==> config.mk <==
export PLATFORM = sky130hd
export DESIGN_NAME = chute_brique
export DESIGN_NICKNAME = d
export VERILOG_FILES = /design/src/rtl/chute_brique.sv
export SDC_FILE = /design/constraint.sdc
export NUM_CORES = 1
export LEC_CHECK = 0
export ABC_AREA = 1
export CAP_MARGIN = 0
export CORE_ASPECT_RATIO = 0.5
export CORE_MARGIN = 10
export CORE_UTILIZATION = 53
export CTS_CLUSTER_DIAMETER = 120
export DETAILED_ROUTE_END_ITERATION = 10
export PLACE_DENSITY = 0.77
export SYNTH_ARGS = -nofsm -noshare
export SYNTH_HDL_FRONTEND = slang
export SYNTH_SLANG_ARGS = --single-unit
==> constraint.sdc <==
create_clock -name clk -period 1.9 [get_ports clk]
set_input_delay 0.285 -clock clk [delete_from_list [all_inputs] [get_ports clk]]
set_output_delay 0.285 -clock clk [all_outputs]
set_load 0.02 [all_outputs]
==> src/rtl/chute_brique.sv <==
// Gravity and stacking engine for the three-column brick game: drops a brick
// on a divided tick, lands it on the stack below, clears full lines, flags game over.
module chute_brique #(
  parameter int ROW_COUNT = 6,
  parameter int TICK_DIV  = 25000000
) (
  input  logic       clk,
  input  logic       reset,
  input  logic       start,
  input  logic [1:0] col,
  output logic [2:0] row,
  output logic [2:0] hauteurGauche,
  output logic [2:0] hauteurCentre,
  output logic [2:0] hauteurDroite,
  output logic       brick_active,
  output logic       landed,
  output logic       game_over,
  output logic [7:0] score,
  output logic [2:0] dbg_state
);

  localparam int CNT_W = $clog2(TICK_DIV);

  localparam logic [2:0] S_IDLE  = 3'd0;
  localparam logic [2:0] S_SPAWN = 3'd1;
  localparam logic [2:0] S_FALL  = 3'd2;
  localparam logic [2:0] S_LAND  = 3'd3;
  localparam logic [2:0] S_CLEAR = 3'd4;
  localparam logic [2:0] S_OVER  = 3'd5;

  logic [2:0]       state_q, state_d;
  logic [2:0]       row_q, row_d;
  logic [CNT_W-1:0] cnt_q, cnt_d;
  logic [2:0]       h_q [0:2];
  logic [2:0]       h_d [0:2];
  logic [1:0]       land_col_q, land_col_d;
  logic [7:0]       score_q, score_d;
  logic             active_q, active_d;
  logic             landed_q, landed_d;
  logic             over_q, over_d;

  logic [1:0] col_eff;
  logic [2:0] h_sel;
  logic       tick;
  logic       at_floor;
  logic       all_filled;

  // Column code 3 is not a real column; it behaves as the centre.
  assign col_eff    = (col == 2'd3) ? 2'd1 : col;
  assign h_sel      = h_q[col_eff];
  assign tick       = (cnt_q == CNT_W'(TICK_DIV - 1));
  // row + h >= ROW_COUNT-1 is the landing test written without a subtraction,
  // so a full or illegal column can never underflow the threshold.
  assign at_floor   = ({1'b0, row_q} + {1'b0, h_sel}) >= 4'(ROW_COUNT - 1);
  assign all_filled = (h_q[0] != 3'd0) && (h_q[1] != 3'd0) && (h_q[2] != 3'd0);

  always_comb begin
    state_d    = state_q;
    row_d      = row_q;
    cnt_d      = cnt_q;
    h_d[0]     = h_q[0];
    h_d[1]     = h_q[1];
    h_d[2]     = h_q[2];
    land_col_d = land_col_q;
    score_d    = score_q;
    active_d   = active_q;
    landed_d   = 1'b0;
    over_d     = over_q;

    case (state_q)
      S_IDLE: begin
        if (start) state_d = S_SPAWN;
      end

      S_SPAWN: begin
        if (h_sel == 3'(ROW_COUNT)) begin
          state_d  = S_OVER;
          over_d   = 1'b1;
          active_d = 1'b0;
        end else begin
          row_d    = 3'd0;
          cnt_d    = '0;
          active_d = 1'b1;
          state_d  = S_FALL;
        end
      end

      S_FALL: begin
        if (tick) begin
          cnt_d      = '0;
          land_col_d = col_eff;
          if (at_floor) begin
            state_d  = S_LAND;
            landed_d = 1'b1;
            active_d = 1'b0;
          end else begin
            row_d = row_q + 3'd1;
          end
        end else begin
          cnt_d = cnt_q + CNT_W'(1);
        end
      end

      // The column captured on the landing tick is the one that grows.
      S_LAND: begin
        if (h_q[land_col_q] != 3'(ROW_COUNT)) begin
          h_d[land_col_q] = h_q[land_col_q] + 3'd1;
        end
        state_d = S_CLEAR;
      end

      S_CLEAR: begin
        if (all_filled) begin
          h_d[0] = h_q[0] - 3'd1;
          h_d[1] = h_q[1] - 3'd1;
          h_d[2] = h_q[2] - 3'd1;
          if (score_q != 8'hFF) score_d = score_q + 8'd1;
        end
        state_d = S_SPAWN;
      end

      S_OVER: begin
        if (start) begin
          h_d[0]  = 3'd0;
          h_d[1]  = 3'd0;
          h_d[2]  = 3'd0;
          score_d = 8'd0;
          over_d  = 1'b0;
          state_d = S_SPAWN;
        end
      end

      default: begin
        state_d = S_IDLE;
      end
    endcase
  end

  always_ff @(posedge clk or negedge reset) begin
    if (!reset) begin
      state_q    <= S_IDLE;
      row_q      <= 3'd0;
      cnt_q      <= '0;
      h_q[0]     <= 3'd0;
      h_q[1]     <= 3'd0;
      h_q[2]     <= 3'd0;
      land_col_q <= 2'd0;
      score_q    <= 8'd0;
      active_q   <= 1'b0;
      landed_q   <= 1'b0;
      over_q     <= 1'b0;
    end else begin
      state_q    <= state_d;
      row_q      <= row_d;
      cnt_q      <= cnt_d;
      h_q[0]     <= h_d[0];
      h_q[1]     <= h_d[1];
      h_q[2]     <= h_d[2];
      land_col_q <= land_col_d;
      score_q    <= score_d;
      active_q   <= active_d;
      landed_q   <= landed_d;
      over_q     <= over_d;
    end
  end

  assign row           = row_q;
  assign hauteurGauche = h_q[0];
  assign hauteurCentre = h_q[1];
  assign hauteurDroite = h_q[2];
  assign brick_active  = active_q;
  assign landed        = landed_q;
  assign game_over     = over_q;
  assign score         = score_q;
  assign dbg_state     = state_q;

endmodule

# --- Word level (Yosys, flattened, before mapping) ---
# Index checks and enable logic that the tools add are counted.
word_totals:
  out_inout_bits: 26
  mem_count: 0
  mem_bits_rw: 0
  mem_bits_ro: 0
  regBits: 53
  latch_bits: 0
  in_bits: 5
classes:
  bitwise: 2
  shifts: 0
  div_mod_pow: 0
  n_reduce_logical: 20
  eq_ne: 20
  mul: 0
  add_sub_neg: 8
  magnitude_cmp: 4
  n_mux: 40
ops:
  columns: ["cell", "n"]
  rows:
  - ["25-bit two-way mux", 2]
  - ["25-bit one-hot mux with 2 select lines", 1]
  - ["3-bit two-way mux", 12]
  - ["9-bit two-way mux", 3]
  - ["9-bit one-hot mux with 3 select lines", 1]
  - ["25-bit by 1-bit adder with 25-bit output (second input constant)", 1]
  - ["25-bit == test (second input constant)", 1]
  - ["8-bit two-way mux", 3]
  - ["2-bit inequality test (second input constant)", 9]
  - ["8-bit one-hot mux with 2 select lines", 1]
  - ["3-bit one-hot mux with 5 select lines", 1]
  - ["3-bit binary-select mux with 2-bit select", 2]
  - ["4-bit AND reduction", 3]
  - ["3-bit nonzero test", 4]
  - ["9-bit bitwise mux", 1]
  - ["3-bit == test (second input constant)", 3]
  - ["3-bit AND reduction", 3]
  - ["3-bit by 1-bit subtractor with 3-bit output (second input constant)", 3]
  - ["8-bit by 1-bit adder with 8-bit output (second input constant)", 1]
  - ["1-bit two-way mux", 8]
  - ["8-bit inequality test (second input constant)", 1]
  - ["3-bit by 1-bit adder with 3-bit output (second input constant)", 2]
  - ["3-bit demux with 2-bit select", 1]
  - ["3-bit by 2-bit == test with 1-bit output (second input constant)", 2]
  - ["other kinds (17)", 25]

# --- Logic depth before layout (Yosys ltp) ---
# Gate-level depths: netlist of the first run.
logic_depth:
  depth_word: 11
  depth_mapped: 15

# --- Least setup slack after synthesis of the first run ---
# Ideal clock, no wire load.
synth_timing:
  path_type: "register -> register"
  startpoint: "register with a tool-made name"
  endpoint: "register row_q[0] (netlist: row[0])"
  stages_incl_launch_ff: 15
  setup_slack_ns: -0.379
  t_required_ns: 1.782
  arrival_time_ns: 2.161
  n_path_buf: 0
  setup_ns: 0.118
  cell_sequence: "dfrtp_1 > inv_1 > nand3_1 > nand3_1 > inv_1 > ha_1 > inv_1 > fa_1 > or2_2 > nand3_1 > nand2_1 > o21bai_2 > nand2_2 > nand2_1 > nand2_1"
synth_rtl:
  columns: ["element", "line_no", "rtl"]
  rows:
  - ["to (signal assigned)", "154", "row_q <= row_d;"]
  - ["to (decl)", "32", "logic [2:0] row_q, row_d;"]

==> qor.txt, run 1 <==
status: complete, but fails checks
failing checks: setup timing
CTS buffer count: 5
vias: 3797
RSZ-0062 raised after global routing: true
IO Count: 31
Synth Cell Area: 3730 µm²
final-stage net count: 628
port bufs: 30
count of final setup violators: 6
DR pass1 iterations: 6
Hold Vio Cnt, Final: 0
DRC errors left: 0
Switch Pwr: 0.00239 W
Setup CP Type: reg2reg
Inst Count DP: 684
Setup Skew: 0.00623 ns
r2r setup slk: -0.12 ns
routed vias/inst: 5.42
Critical Path RT: 2.10 ns
most frequent cells in the layout: nand2_1 (157), inv_1 (56), dfrtp_1 (49)
global-route wire length before repair: 17100 µm
part of the power in registers: 30.7%
fin. max-slew vios: 0
core area: 6750 µm²
final worst path period need: 2.02 ns
All-Layer GR Usage: 18.2%
Ys Warns: 0
final worst slack: -0.123 ns
Mapped Nets: 550
cell count after synthesis: 530
Synth cell types: 39
Static Leak: 2.27 nW
clock share of power: 17.9%
H-tree depth: 2
CP max FO: 3
site row count: 21
initial antenna violation count: 0
synthesized flop and latch total: 53
HPWL after detailed placement: 7180 µm
Clk pin slew, worst setup/hold paths: 0.07 ns
final std cells w/o fill: 701
Top FF cell, synth: dfrtp_1
arrival time worst endpoint: 2.22 ns
peak supply drop: 540 µV
clk_lat worst skew: 0.30 ns
ANT nets after route: 0
P per Cell Area: 1160 nW/µm²
Slew headroom: 76.0%
switch share: 43.3%
CTS max path bufs: 2
EDFF count, synth: 0
clk root buf: clkbuf_16
register area share after synthesis: 35.6%
max-cap viol count: 0
remaining global-route overflow: 0
n_diodes: 0
Starting Density: 55.2%
Final Power: 0.00553 W
Final GP Congestion: 1.01
crit share post-route: 106%
Setup crit end kind: flop
Worst Tran Pin Value: 0.356 ns
Worst Setup Start Kind: flop
Die Y: 79.3 µm
most common cell after layout, fill and taps aside: nand2_1
DRT iter0 DRCs: 252
Reg2Reg Capture Point: row[2]
ys async rst share: 100%
worst hold path class: in2async
vias in the first global route: 3576
fraction of layout cells with a size suffix above 1: 21.2%
Avg WL per Cell: 14.2 µm
FMAX: 0.494 GHz
clk sink count: 53
reg2reg path depth: 14
Critical Path Sink: row[2]
largest net degree at the start of global routing: 54
syn_area_per_cell: 7.04 µm²
Total Wirelength: 9950 µm
setup TNS: -0.476 ns
CTS tree: built
die width: 139 µm
Layout area overhead: 27.8%
Int Pwr: 0.00314 W
Die Area: 11000 µm²
combinational share of power: 51.3%
-- repair_timing --
item / 4_1_cts / 5_1_grt
resized for setup: 16 / 18
setup buffers: 5 / 3
endpoints found under the hold margin: 53 / 0
setup endpoints to repair: 6 / 17
hold buffers: 1 / 0
pin swaps: 11 / 9
-- kinds of logic (layout without fill, tap and decap cells) --
| family | after synthesis | in the layout | synth area share [%] |
|---|---|---|---|
| AO/OA/AOI/OAI | 54 | 54 | 8.02 |
| flip-flops | 53 | 53 | 35.6 |
| buffers and inverters | 76 | 155 | 8.66 |
| AND/OR/NAND/NOR | 321 | 321 | 39.9 |
| adder cells (fa/ha/maj) | 15 | 15 | 5.23 |
| XOR/XNOR | 11 | 11 | 2.58 |
-- stage by stage --
stage	area [µm²]	hold slack, ns	setup slack, ns	util [%]
floorplan	3760	-0.0106	-0.120	-
global placement	4420	0.299	-0.554	65.5
detailed placement	4420	0.303	-0.615	65.5
CTS	4680	0.487	-0.0879	69.4
global route	4760	0.544	-0.231	70.5
finish	4760	0.489	-0.123	70.5
-- synth_stat cells (2+ instances only) --
master / number / area share [%]
inv_1: 65 / 6.5
o21ai_0: 30 / 4.0
a22oi_1: 2 / 0.40
or2_2: 2 / 0.34
buf_6: 2 / 0.60
nor4_1: 2 / 0.34
o21ai_2: 2 / 0.47
nand2_2: 7 / 1.2
nand3b_1: 2 / 0.40
xnor2_1: 3 / 0.70
nor2_1: 46 / 4.6
o22ai_1: 3 / 0.50
o21ai_1: 9 / 1.2
nand3_2: 5 / 1.3
ha_1: 14 / 4.7
a21oi_1: 5 / 0.67
inv_2: 5 / 0.50
xor2_1: 8 / 1.9
nand4_1: 16 / 2.7
dfrtp_1: 53 / 36
nor3_1: 9 / 1.2
nand2_1: 164 / 17
nand2_4: 3 / 0.91
nand3_1: 53 / 7.1
nor2_2: 6 / 1.0
-- metal layers --
metal | part of all wire [%] | GRT usage, % | up-vias
met2 | 47 | 31.2 | 130
met5 | 0 | 0 | -
met4 | 1.8 | 5.69 | 0
met1 | 46 | 23.2 | 1775
li1 | - | - | 1871
met3 | 5.7 | 3.21 | 21
-- critical path: stages (launching register included) --
cell      delay, ns
dfrtp_2        0.39
inv_4          0.05
nand2_2        0.07
nand3_2        0.09
inv_2          0.08
ha_4           0.14
inv_2          0.03
fa_2           0.52
nand2_2        0.07
nand3_4        0.09
nand2_4        0.06
o21bai_4       0.13
nand2_2        0.09
nand2_1        0.06
nand2_1        0.05
-- how the worst min path moves through the flow --
stage,from,endpoint,cells after the start
final,reset,cnt_q[20],3
after global routing,cnt_q[0],cnt_q[0],1
after CTS,brick_active,brick_active,2
after detailed placement,reset,cnt_q[21],2
after global placement,reset,cnt_q[21],2
after floorplan,reset,asynchronous set/reset pin,0
-- power by group through the flow --
stage,clock network (W),registers [W],logic [W]
finish,0.000992,0.00170,0.00284
CTS,0.00100,0.00169,0.00276
global route,0.00105,0.00174,0.00315
detailed placement,0,0.00170,0.00266
floorplan,0,0.00187,0.00146
global placement,0,0.00170,0.00262
-- layout make-up --
| class | count | area [µm²] |
|---|---|---|
| multi-input cells | 401 | 2220 |
| fillers | 539 | 1990 |
| flip-flops and latches | 53 | 1330 |
| repair buffers | 76 | 666 |
| inverters | 71 | 274 |
| clock buffers | 7 | 153 |
| well taps | 92 | 115 |
| clock inverters | 1 | 5.00 |
Note: power is estimated with default switching activity, not from simulation.
==> inputs of run 2 (changes only) <==
- MAX_ROUTING_LAYER: not set -> met4
- SLEW_MARGIN: not set -> 30
- clock period: 1.9 -> 1.8 ns (I/O delays scaled with it)
==> qor.txt, run 2 (synthesized netlist as in run 1, its figures left out) <==
H-tree depth: 2 (unchanged)
max-cap viol count: 0 (unchanged)
DR pass1 iterations: 5 (was 6)
post-layout util: 71.9% (was 70.5%)
Setup CP Type: reg2reg (unchanged)
setup TNS: -0.925 ns (was -0.476 ns)
clk sink count: 53 (unchanged)
Register Area: 1330 µm² (unchanged)
top sig layer: met4 (unchanged)
worst hold path class: in2async (unchanged)
n_diodes: 0 (unchanged)
Clk pin slew, worst setup/hold paths: 0.07 ns (about the same)
All-Layer GR Usage: 18.5% (was 18.2%)
Fill cells: 555 (was 539)
DRT iter0 DRCs: 354 (was 252)
CTS tree: built (unchanged)
dpl cell area: 4460 µm² (was 4420 µm²)
Setup crit end kind: flop (unchanged)
core area: 6750 µm² (unchanged)
routed vias/inst: 5.34 (was 5.42)
Final GP Congestion: 0.989 (was 1.01)
arrival time worst endpoint: 2.19 ns (was 2.22 ns)
vias: 3767 (was 3797)
IO Count: 31 (unchanged)
Die Area: 11000 µm² (unchanged)
Worst Tran Pin Value: 0.628 ns (was 0.356 ns)
port bufs: 30 (unchanged)
area of the multi-input gates: 2300 µm² (was 2220 µm²)
remaining global-route overflow: 0 (unchanged)
met1 WL: 4780 µm (was 4530 µm)
fraction of layout cells with a size suffix above 1: 24.9% (was 21.2%)
final worst slack: -0.195 ns (was -0.123 ns)
largest net degree at the start of global routing: 24 (was 54)
die width: 139 µm (unchanged)
reg2reg path depth: 14 (unchanged)
RSZ-0062 raised after global routing: true (unchanged)
P per Cell Area: 1200 nW/µm² (was 1160 nW/µm²)
global-route wire length before repair: 16800 µm (was 17100 µm)
met2 routed WL: 4810 µm (was 4670 µm)
Slew headroom: 57.7% (was 76.0%)
crit share post-route: 111% (was 106%)
met3 WL: 452 µm (was 568 µm)
Total Wirelength: 10200 µm (was 9950 µm)
most frequent cells in the layout: nand2_1 (154), inv_1 (54), dfrtp_1 (49) (was nand2_1 (157), inv_1 (56), dfrtp_1 (49))
Worst Setup Start Kind: flop (unchanged)
clk root buf: clkbuf_16 (unchanged)
Hold Slack: 0.499 ns (was 0.489 ns)
Die Y: 79.3 µm (unchanged)
Inst Count DP: 691 (was 684)
Critical Path RT: 1.99 ns (was 2.10 ns)
Post-Layout Inst Area: 4850 µm² (was 4760 µm²)
Static Leak: 2.30 nW (was 2.27 nW)
CTS buffer count: 5 (unchanged)
count of final setup violators: 6 (unchanged)
final-stage net count: 633 (was 628)
Hold Vio Cnt, Final: 0 (unchanged)
site row count: 21 (unchanged)
Avg WL per Cell: 14.4 µm (was 14.2 µm)
HPWL after detailed placement: 7630 µm (was 7180 µm)
fin. max-slew vios: 0 (unchanged)
peak supply drop: 481 µV (was 540 µV)
CTS max path bufs: 2 (unchanged)
status: complete, but fails checks (unchanged)
CP max FO: 3 (unchanged)
ANT nets after route: 0 (unchanged)
FMAX: 0.501 GHz (was 0.494 GHz)
Starting Density: 55.2% (unchanged)
clk_lat worst skew: 0.30 ns (about the same)
vias in the first global route: 3528 (was 3576)
final worst path period need: 2.00 ns (was 2.02 ns)
DRC errors left: 0 (unchanged)
initial antenna violation count: 0 (unchanged)
final std cells w/o fill: 706 (was 701)
most common cell after layout, fill and taps aside: nand2_1 (unchanged)
Setup Skew: 0.00551 ns (was 0.00623 ns)
Layout area overhead: 30.2% (was 27.8%)
failing checks: setup timing (unchanged)
-- run 2: cell types whose count changed in the layout (fill, tap and decap cells not counted), sizes merged --
cell and delta:
clkdlybuf4s15 +1, clkbuf -2, clkinvlp +3, clkinv -1, dlymetal6s2s +1, clkdlybuf4s50 -2, buf +4, nand3 +1
-- run 2: final cells by class --
type | count | share of cell area [%]
Clock buffer | 5 | 2.58
Clock inverter | 3 | 0.464
Inverter | 71 | 5.75
Multi-Input combinational cell | 402 | 47.3
Sequential cell | 53 | 27.4
Tap cell | 92 | 2.37
Timing Repair Buffer | 80 | 14.1
-- run 2: path summary, 6_finish.rpt --
| kind | startpoint | to | slack, ns |
|---|---|---|---|
| worst max-delay path | flop | row[2] | -0.20 |
| worst min-delay path | reset | cnt_q[22] | 0.50 |
| worst max register to register | flop | row[2] | -0.20 |
| worst min register to register | brick_active | brick_active | 0.50 |
| max in group asynchronous | reset | cnt_q[6] | 0.72 |
| min in group clk | brick_active | brick_active | 0.50 |
-- run 2: critical path, cell delays in order (launching register included) --
cell      delay (ns)
dfrtp_2         0.39
inv_2           0.05
nand2_2         0.06
nand3_2         0.09
inv_2           0.08
ha_4            0.13
inv_2           0.04
fa_2            0.53
nand2_2         0.07
nand3_4         0.09
nand2_4         0.06
o21bai_4        0.13
nand2_2         0.08
nand2_1         0.06
nand2_1         0.05
-- run 2: metrics by stage --
stage	setup WS [ns]	power [W]
after CTS	-0.195	0.00567
after detailed placement	-0.744	0.00461
after floorplan	-0.220	0.00351
final	-0.195	0.00584
after global placement	-0.675	0.00456
after global routing	-0.317	0.00623
-- run 2: repair_timing --
| action | in CTS | in global routing |
|---|---|---|
| resized for setup | 20 | 41 |
| setup endpoints to repair | 16 | 32 |
| gates cloned | 0 | 1 |
| buffers inserted | 1 | 4 |
| pin swaps | 10 | 14 |
| hold endpoints to repair | 20 | 0 |
| hold buffers | 1 | 0 |
-- run 2: layer usage --
metal | vias to the layer above | track usage, %
met5 | - | -
met4 | 0 | 4.45
met3 | 16 | 3.09
met2 | 103 | 31.3
met1 | 1767 | 22.7
li1 | 1881 | -
-- run 2: power breakdown --
group | internal (W) | switching [W] | total [W]
combinational | 0.00126 | 0.00180 | 0.00306
sequential | 0.00147 | 0.000327 | 0.00179
clock | 0.000516 | 0.000471 | 0.000988
